### src/rtl/setup_scheduler.sv
// Setup scheduler: owns the committed lock configuration and time-shares keypad/display
// between the operating and setup modules. Define SETUP_TIMEOUT_EN to build the inactivity abort.
package setup_scheduler_pkg;

    typedef logic [5:0][3:0] bcdPac_t;

    typedef struct packed {
        logic            bip_status;
        logic [6:0]      bip_time;
        logic [6:0]      tranca_aut_time;
        logic [4:0][3:0] master_pin;
        logic [4:0][3:0] pin1;
        logic [4:0][3:0] pin2;
        logic [4:0][3:0] pin3;
        logic [4:0][3:0] pin4;
    } setupPac_t;

    typedef enum logic [1:0] {
        OPERACAO,
        SETUP_ATIVO,
        ABORTAR,
        AGUARDAR_FIM
    } sched_state_t;

    localparam setupPac_t SETUP_FACTORY = '{
        bip_status:      1'b1,
        bip_time:        7'd5,
        tranca_aut_time: 7'd5,
        master_pin:      {4'h1, 4'h1, 4'h2, 4'h3, 4'h4},
        pin1:            {4'h1, 4'h0, 4'h0, 4'h0, 4'h0},
        pin2:            {4'h0, 4'hF, 4'hF, 4'hF, 4'hF},
        pin3:            {4'h0, 4'hF, 4'hF, 4'hF, 4'hF},
        pin4:            {4'h0, 4'hF, 4'hF, 4'hF, 4'hF}
    };

endpackage

module setup_scheduler
    import setup_scheduler_pkg::*;
#(
    parameter logic [31:0] SETUP_TIMEOUT_CYC = 32'd500_000_000
) (
    input  logic       clk,
    input  logic       rst,
    input  logic       key_valid,
    input  logic [3:0] key_code,
    input  logic       setup_req,
    output logic       op_key_valid,
    output logic [3:0] op_key_code,
    output logic       st_key_valid,
    output logic [3:0] st_key_code,
    input  bcdPac_t    op_bcd,
    input  logic       op_bcd_enable,
    input  bcdPac_t    st_bcd,
    input  logic       st_bcd_enable,
    output bcdPac_t    bcd_out,
    output logic       bcd_enable,
    output logic       setup_on,
    input  logic       setup_end,
    output logic       setup_rst,
    input  setupPac_t  data_setup_new,
    output setupPac_t  data_setup,
    output logic       setup_busy
);

    sched_state_t state_q;
    setupPac_t    data_setup_q;
    logic         setup_on_q;
    logic         setup_busy_q;
    logic         setup_req_q;
    logic         req_rise;

    logic         op_key_valid_q, op_key_valid_d;
    logic [3:0]   op_key_code_q,  op_key_code_d;
    logic         st_key_valid_q, st_key_valid_d;
    logic [3:0]   st_key_code_q,  st_key_code_d;
    bcdPac_t      bcd_out_q,      bcd_out_d;
    logic         bcd_enable_q,   bcd_enable_d;

    assign req_rise = setup_req & ~setup_req_q;

`ifdef SETUP_TIMEOUT_EN
    localparam logic [31:0] CNT_LAST = SETUP_TIMEOUT_CYC - 32'd1;

    logic [31:0] cnt_q;
    logic        key_valid_q;
    logic        key_rise;
    logic        setup_rst_q;

    assign key_rise  = key_valid & ~key_valid_q;
    assign setup_rst = setup_rst_q;
`else
    logic unused_timeout_cfg;
    assign unused_timeout_cfg = ^SETUP_TIMEOUT_CYC;
    assign setup_rst          = 1'b0;
`endif

    // Routing is chosen by the current state; the selected values are registered below.
    always_comb begin
        // NOTE: every output of this block gets a default first so no latch can be inferred.
        op_key_valid_d = 1'b0;
        op_key_code_d  = 4'h0;
        st_key_valid_d = 1'b0;
        st_key_code_d  = 4'h0;
        bcd_out_d      = '1;
        bcd_enable_d   = 1'b1;
        case (state_q)
            OPERACAO: begin
                op_key_valid_d = key_valid;
                op_key_code_d  = key_code;
                bcd_out_d      = op_bcd;
                bcd_enable_d   = op_bcd_enable;
            end
            SETUP_ATIVO: begin
                st_key_valid_d = key_valid;
                st_key_code_d  = key_code;
                bcd_out_d      = st_bcd;
                bcd_enable_d   = st_bcd_enable;
            end
            default: ;
        endcase
    end

    always_ff @(posedge clk) begin
        // NOTE: sequential state uses non-blocking assignments so every register samples pre-edge values.
        if (rst) begin
            state_q        <= OPERACAO;
            data_setup_q   <= SETUP_FACTORY;
            setup_on_q     <= 1'b0;
            setup_busy_q   <= 1'b0;
            setup_req_q    <= 1'b0;
            op_key_valid_q <= 1'b0;
            op_key_code_q  <= 4'h0;
            st_key_valid_q <= 1'b0;
            st_key_code_q  <= 4'h0;
            bcd_out_q      <= '1;
            bcd_enable_q   <= 1'b0;
`ifdef SETUP_TIMEOUT_EN
            cnt_q          <= 32'd0;
            key_valid_q    <= 1'b0;
            setup_rst_q    <= 1'b0;
`endif
        end else begin
            setup_req_q    <= setup_req;
            op_key_valid_q <= op_key_valid_d;
            op_key_code_q  <= op_key_code_d;
            st_key_valid_q <= st_key_valid_d;
            st_key_code_q  <= st_key_code_d;
            bcd_out_q      <= bcd_out_d;
            bcd_enable_q   <= bcd_enable_d;
`ifdef SETUP_TIMEOUT_EN
            key_valid_q    <= key_valid;
`endif
            case (state_q)
                OPERACAO: begin
                    if (req_rise && setup_end) begin
                        state_q      <= SETUP_ATIVO;
                        setup_on_q   <= 1'b1;
                        setup_busy_q <= 1'b1;
                    end
                end
                SETUP_ATIVO: begin
                    // Commit has priority over both the key edge and the timeout.
                    if (!setup_end) begin
                        data_setup_q <= data_setup_new;
                        setup_on_q   <= 1'b0;
                        state_q      <= AGUARDAR_FIM;
`ifdef SETUP_TIMEOUT_EN
                        cnt_q        <= 32'd0;
                    end else if (key_rise) begin
                        cnt_q        <= 32'd0;
                    end else if (cnt_q == CNT_LAST) begin
                        setup_on_q   <= 1'b0;
                        setup_rst_q  <= 1'b1;
                        cnt_q        <= 32'd0;
                        state_q      <= ABORTAR;
                    end else if (cnt_q != '1) begin
                        cnt_q        <= cnt_q + 32'd1;
`endif
                    end
                end
                ABORTAR: begin
`ifdef SETUP_TIMEOUT_EN
                    setup_rst_q <= 1'b0;
`endif
                    state_q     <= AGUARDAR_FIM;
                end
                AGUARDAR_FIM: begin
                    if (setup_end) begin
                        state_q      <= OPERACAO;
                        setup_busy_q <= 1'b0;
                    end
                end
                default: begin
                    state_q      <= OPERACAO;
                    setup_on_q   <= 1'b0;
                    setup_busy_q <= 1'b0;
                end
            endcase
        end
    end

    assign op_key_valid = op_key_valid_q;
    assign op_key_code  = op_key_code_q;
    assign st_key_valid = st_key_valid_q;
    assign st_key_code  = st_key_code_q;
    assign bcd_out      = bcd_out_q;
    assign bcd_enable   = bcd_enable_q;
    assign setup_on     = setup_on_q;
    assign setup_busy   = setup_busy_q;
    assign data_setup   = data_setup_q;

endmodule

### config.mk
export PLATFORM = sky130hd
export DESIGN_NAME = setup_scheduler
export DESIGN_NICKNAME = d
export VERILOG_FILES = /design/src/rtl/setup_scheduler.sv
export SDC_FILE = /design/constraint.sdc
export NUM_CORES = 1
export LEC_CHECK = 0
export BUFFER_PORTS_ARGS = -buffer_cell sky130_fd_sc_hd__buf_2
export CAP_MARGIN = 20
export CORE_AREA = 2 2 127 129
export DETAILED_ROUTE_END_ITERATION = 10
export DIE_AREA = 0 0 129 131
export PLACE_DENSITY_LB_ADDON = 0.2
export SYNTH_ARGS = -nofsm -noshare
export SYNTH_HDL_FRONTEND = slang
export SYNTH_SLANG_ARGS = --single-unit
### constraint.sdc
create_clock -name clk -period 2.1 [get_ports clk]
set_input_delay 0.315 -clock clk [delete_from_list [all_inputs] [get_ports clk]]
set_output_delay 0.315 -clock clk [all_outputs]
set_load 0.005 [all_outputs]
# Word level (Yosys, flattened, before mapping)
# Index checks and enable logic that the tools add are counted.
word_totals:
  ff_bits: 155
  latch_bits: 0
  ramBits: 0
  mem_bits_ro: 0
  output_inout_bits: 153
  n_memories: 0
classes:
  add_sub_neg: 0
  multipliers: 0
  div_mod_pow: 0
  magnitude_cmp: 0
  n_eq_ne: 6
  n_shift: 0
  mux: 11
  n_bitwise: 5
  n_reduce_logical: 10
ops:
  columns: ["op", "n"]
  rows:
  - ["24-bit one-hot mux with 2 select lines", 1]
  - ["3-bit AND reduction", 3]
  - ["2-bit one-hot mux with 4 select lines", 1]
  - ["2-bit 2-to-1 mux", 3]
  - ["2-bit inequality test (second input constant)", 3]
  - ["1-bit one-hot mux with 2 select lines", 3]
  - ["2-bit equality test (second input constant)", 2]
  - ["1-bit NOT", 4]
  - ["2-bit nonzero test", 2]
  - ["2-bit OR reduction", 2]
  - ["1-bit 2-to-1 mux", 3]
  - ["2-bit by 1-bit equality test with 1-bit output (second input constant)", 1]
  - ["2-bit logical NOT", 1]
  - ["2-bit AND reduction", 1]
  - ["1-bit AND", 1]
  - ["1-bit logical AND", 1]

# Logic depth before layout (Yosys ltp)
depth:
  depth_word: 5
  depth_mapped: 9

# Worst setup path before layout
# Ideal clock, no wire load.
synth_path:
  kind: "reg-to-reg"
  start: "reg state_q[1]"
  end: "reg data_setup_q, in the netlist data_setup[0]"
  setup_time_ns: 0.122
  t_arrival_ns: 1.319
  slack_ns: 0.659
  path_stages_with_launch: 10
  path_buffers: 4
  synth_period_minus_slack_ns: 1.441
  cell_sequence: "dfxtp_1 inv_1 ha_1 clkbuf_2 and2b_1 buf_6 buf_6 buf_6 nand2_1 nand3b_1"
synth_between:
  elab_chain_cells: 2
synth_lines:
  columns: ["element", "line", "text"]
  rows:
  - ["start: declaration", "66", "sched_state_t state_q;"]
  - ["start signal: assignment", "127", "state_q <= OPERACAO;"]
  - ["start signal: assignment", "157", "state_q <= SETUP_ATIVO;"]
  - ["start signal: assignment", "167", "state_q <= AGUARDAR_FIM;"]
  - ["2-bit by 1-bit equality test with 1-bit output", "154", "case (state_q)"]
  - ["2-bit AND reduction (no line)", null, null]
  - ["end signal: assignment", "165", "data_setup_q <= data_setup_new;"]
  - ["end: declaration", "67", "setupPac_t data_setup_q;"]
# Every way passes these cells.
# A chain may end at the register's enable or synchronous reset.

# Final worst setup path
layout_path:
  start: "reg state_q[0]"
  end: "reg bcd_out_q, in the netlist bcd_out[15]"
layout_between:
  elab_chain_cells: 2
  elab_cells_between_ends: 3
layout_lines:
  columns: ["element", "line", "text"]
  rows:
  - ["2-bit by 1-bit equality test with 1-bit output / 2-bit logical NOT (equally long branches)", "107", "case (state_q)"]
  - ["24-bit one-hot mux with 2 select lines *", "107", null]
  - ["end signal: assignment", "149", "bcd_out_q <= bcd_out_d;"]
  - ["end: declaration", "77", "bcdPac_t bcd_out_q, bcd_out_d;"]
# Every way passes the cells marked *; elsewhere a longest branch is shown, timed or not.

==> impl_metrics.toml <==
[run_status]
status = "finished, final reports clean"

[drt]
drt-initial-drc-count = 253
ant_nets = 0
vias_per_cell = 4.52
num_vias = 5191
route.detailed.drc = 0
routed_wl_um = 15900
wl_per_cell_um = 13.8
firstDrtPassIters = 5

[worst_setup_path]
worstReg2RegStart = "state_q[0]$_SDFFE_PP0P_"
reg2regPathDepth = 4
required_ns = 2.40
slowest_stage = "dfxtp_1"
crit_fanout = 24
crit_arrival_ns = 1.93
r2r_end = "bcd_out[15]$_SDFF_PP1_"
end_kind = "flip-flop"
criticalPathCategory = "flip-flop to flip-flop"
cp.depth = 4
path_cells = "ha_1 -> or2_2 -> nand2b_2 -> a221o_1"
cp-start-kind = "flip-flop"
worstPathBufferInverterCount = 0
slowest_delay_ns = 0.39
critPathTopFamily = "simple AND/OR/NAND/NOR gates"
worst-r2r-setup-slack_ns = 0.46

[floorplan]
start_util_pct = 35.2
fp-row-count = 46
dieWidth_um = 129
core_sq_um = 15600
dieArea_sq_um = 16900
io_pins = 327
die_h_um = 131

[cts]
post-cts-setup-buffer-count = 0
cts_hold_buf = 0
clockBufferDepth = 2
cts_resized = 0
cts_tree = "done"
insertion_delay_ns = 0.41
htreeDepth = 4
clkTransAtPathRegs_ns = 0.06
cts.sinks = 155
cts_made_buffers = 17
cts_root_buf = "clkbuf_16"

[worst_hold_path]
hold_depth = 3
hold_path.startpoint = "data_setup_new[82]"
hold_path_class = "input pin to flip-flop"
min_to = "data_setup[82]$_SDFFE_PP1P_"

[power_and_ir_drop]
p_sw_share_pct = 29.5
pwr-share-clk_pct = 32.8
internal_power_w = 0.00614
power.switching_w = 0.00257
seq_power_share_pct = 42.2
powerDensity_nw_per_um2 = 1120
ir_worst_vdd_mv = 0.583
combinationalPowerShare_pct = 25.0
leakagePower_nw = 3.71

[global_routing]
grt_pass1_vias = 4770
grt-ovfl-total = 0
grt_usage_pct = 17.8
grt_pass1_wl_um = 23600
grt_max_degree = 71
antenna_found_initial = 0

[finish]
multi_input_comb_area_sq_um = 2120
area_growth_pct = 41.9
nets = 1098
final_util_pct = 50.0
register_area_sq_um = 3100
drive_gt1_share_pct = 39.6
layout_commonest_cell = "buf_2"
antenna_cells = 0
fillers = 1599
layout_common_cells = "buf_2, nand2_1, dfxtp_1"
stdcell_area_sq_um = 7800

[timing]
finalMaxSlewViolations = 0
hold_violations = 0
post-route-min-period_ns = 1.64
whs_ns = 0.108
tns_ns = 0
rsz0062_at_grt = "false"
timing.fmax_mhz = 611
clock_skew_ns = 0.00709
worst_pin_slew_ns = 0.605
period_share_pct = 77.9
setup_viol = 0
relSlewSlack_pct = 59.6

[run]
drv_cap = 0

[yosys]
synthCells = 616
synth_fa_ha_area_share_pct = 0.683
synth_compound_area_share_pct = 10.6
synth_area_sq_um = 5500
synth.distinct_cells = 29
yosys_warnings = 0
synth-simple-area-share_pct = 26.6
syn_avg_cell_area_sq_um = 8.92
synth_top_family_by_area = "simple AND/OR/NAND/NOR gates"
ys_seq_area_share_pct = 56.5
synth-xor-area-share_pct = 0
ys_seq_elements = 155
syn_nets = 793
muxShareOfSynthArea_pct = 0.387

[placement]
portBuffers = 325
gp_congestion = 0.781
post_dp_cell_area_sq_um = 7250
dp_hpwl_um = 11200
-- how the worst max path moves through the flow --
stage                                 start                    endpoint  slack [ns]
floorplan           state_q[1]$_SDFFE_PP0P_  data_setup[0]$_SDFFE_PP1P_        0.66
global placement    state_q[1]$_SDFFE_PP0P_      bcd_out[23]$_SDFF_PP1_        0.50
detailed placement  state_q[0]$_SDFFE_PP0P_      bcd_out[15]$_SDFF_PP1_        0.46
CTS                 state_q[0]$_SDFFE_PP0P_      bcd_out[15]$_SDFF_PP1_        0.45
global route        state_q[0]$_SDFFE_PP0P_      bcd_out[11]$_SDFF_PP1_        0.31
finish              state_q[0]$_SDFFE_PP0P_      bcd_out[15]$_SDFF_PP1_        0.46
-- state kept, by name, summed over array words and instances, names as in the netlist, 2 cells and up --
signal,count
bcd_out,24
st_key_code,4
op_key_code,4
state_q,2
data_setup,115
-- stage by stage --
step / power, W / instances / setup slack [ns]
global route: 0.00926 / 1148 / 0.312
CTS: 0.00883 / 1148 / 0.452
floorplan: 0.00499 / 616 / 0.659
global placement: 0.00593 / 1118 / 0.502
detailed placement: 0.00595 / 1118 / 0.460
finish: 0.00871 / 1148 / 0.464
-- cells in the mapped netlist --
| master | number | area share (%) |
|---|---|---|
| a211o_1 | 1 | 0.16 |
| a21oi_1 | 58 | 5.3 |
| a221o_1 | 24 | 4.4 |
| a221oi_1 | 1 | 0.16 |
| a22oi_1 | 2 | 0.27 |
| and2_1 | 10 | 1.1 |
| and2b_1 | 1 | 0.14 |
| buf_1 | 2 | 0.14 |
| buf_2 | 19 | 1.7 |
| buf_4 | 5 | 0.68 |
| buf_6 | 7 | 1.4 |
| clkbuf_1 | 15 | 1.0 |
| clkbuf_2 | 1 | 0.091 |
| conb_1 | 1 | 0.068 |
| dfxtp_1 | 155 | 56 |
| ha_1 | 3 | 0.68 |
| inv_1 | 2 | 0.14 |
| mux2_2 | 1 | 0.20 |
| mux2i_1 | 1 | 0.18 |
| nand2_1 | 232 | 16 |
| nand2b_1 | 2 | 0.23 |
| nand2b_2 | 1 | 0.16 |
| nand3b_1 | 61 | 8.3 |
| nor2_1 | 4 | 0.27 |
| nor2b_1 | 3 | 0.34 |
| o21ai_0 | 1 | 0.091 |
| o22ai_1 | 1 | 0.11 |
| o2bb2ai_1 | 1 | 0.16 |
| or2_2 | 1 | 0.11 |
-- power by group through the flow --
| stage | clock (W) | combinational (W) | sequential [W] |
|---|---|---|---|
| floorplan | 0 | 0.00119 | 0.00381 |
| global placement | 0 | 0.00219 | 0.00373 |
| detailed placement | 0 | 0.00221 | 0.00374 |
| CTS | 0.00293 | 0.00221 | 0.00368 |
| global route | 0.00306 | 0.00246 | 0.00374 |
| finish | 0.00286 | 0.00217 | 0.00368 |
-- cell type report --
type | instances | area share (%)
clock inverter | 10 | 1.20
timing repair buffer | 335 | 22.5
sequential | 155 | 39.8
tap | 216 | 3.46
multi-input combinational | 410 | 27.1
clock buffer | 20 | 5.85
inverter | 2 | 0.0962
-- layer usage --
layer,share of wire [%],wire length [um],vias to the layer above,GRT usage [%]
met5,0,0,-,0
met4,2.5,397,0,8.31
met3,7.8,1240,29,6.11
met2,49,7810,211,29.8
met1,41,6450,2312,20.7
li1,-,-,2639,-
-- worst reg2reg max path, cell delays in order, from the launching register on --
cell and delay (ns):
dfxtp_1 0.39, ha_1 0.32, or2_2 0.18, nand2b_2 0.27, a221o_1 0.37
-- cell families after synthesis --
logic type	after synthesis
and+or+nand+nor	315
DFF	155
AOI/OAI and AO/OA	89
buffers and inverters	51
adders and majority gates	3
muxes	2
other	1
Power figures use the tool's default switching activity.
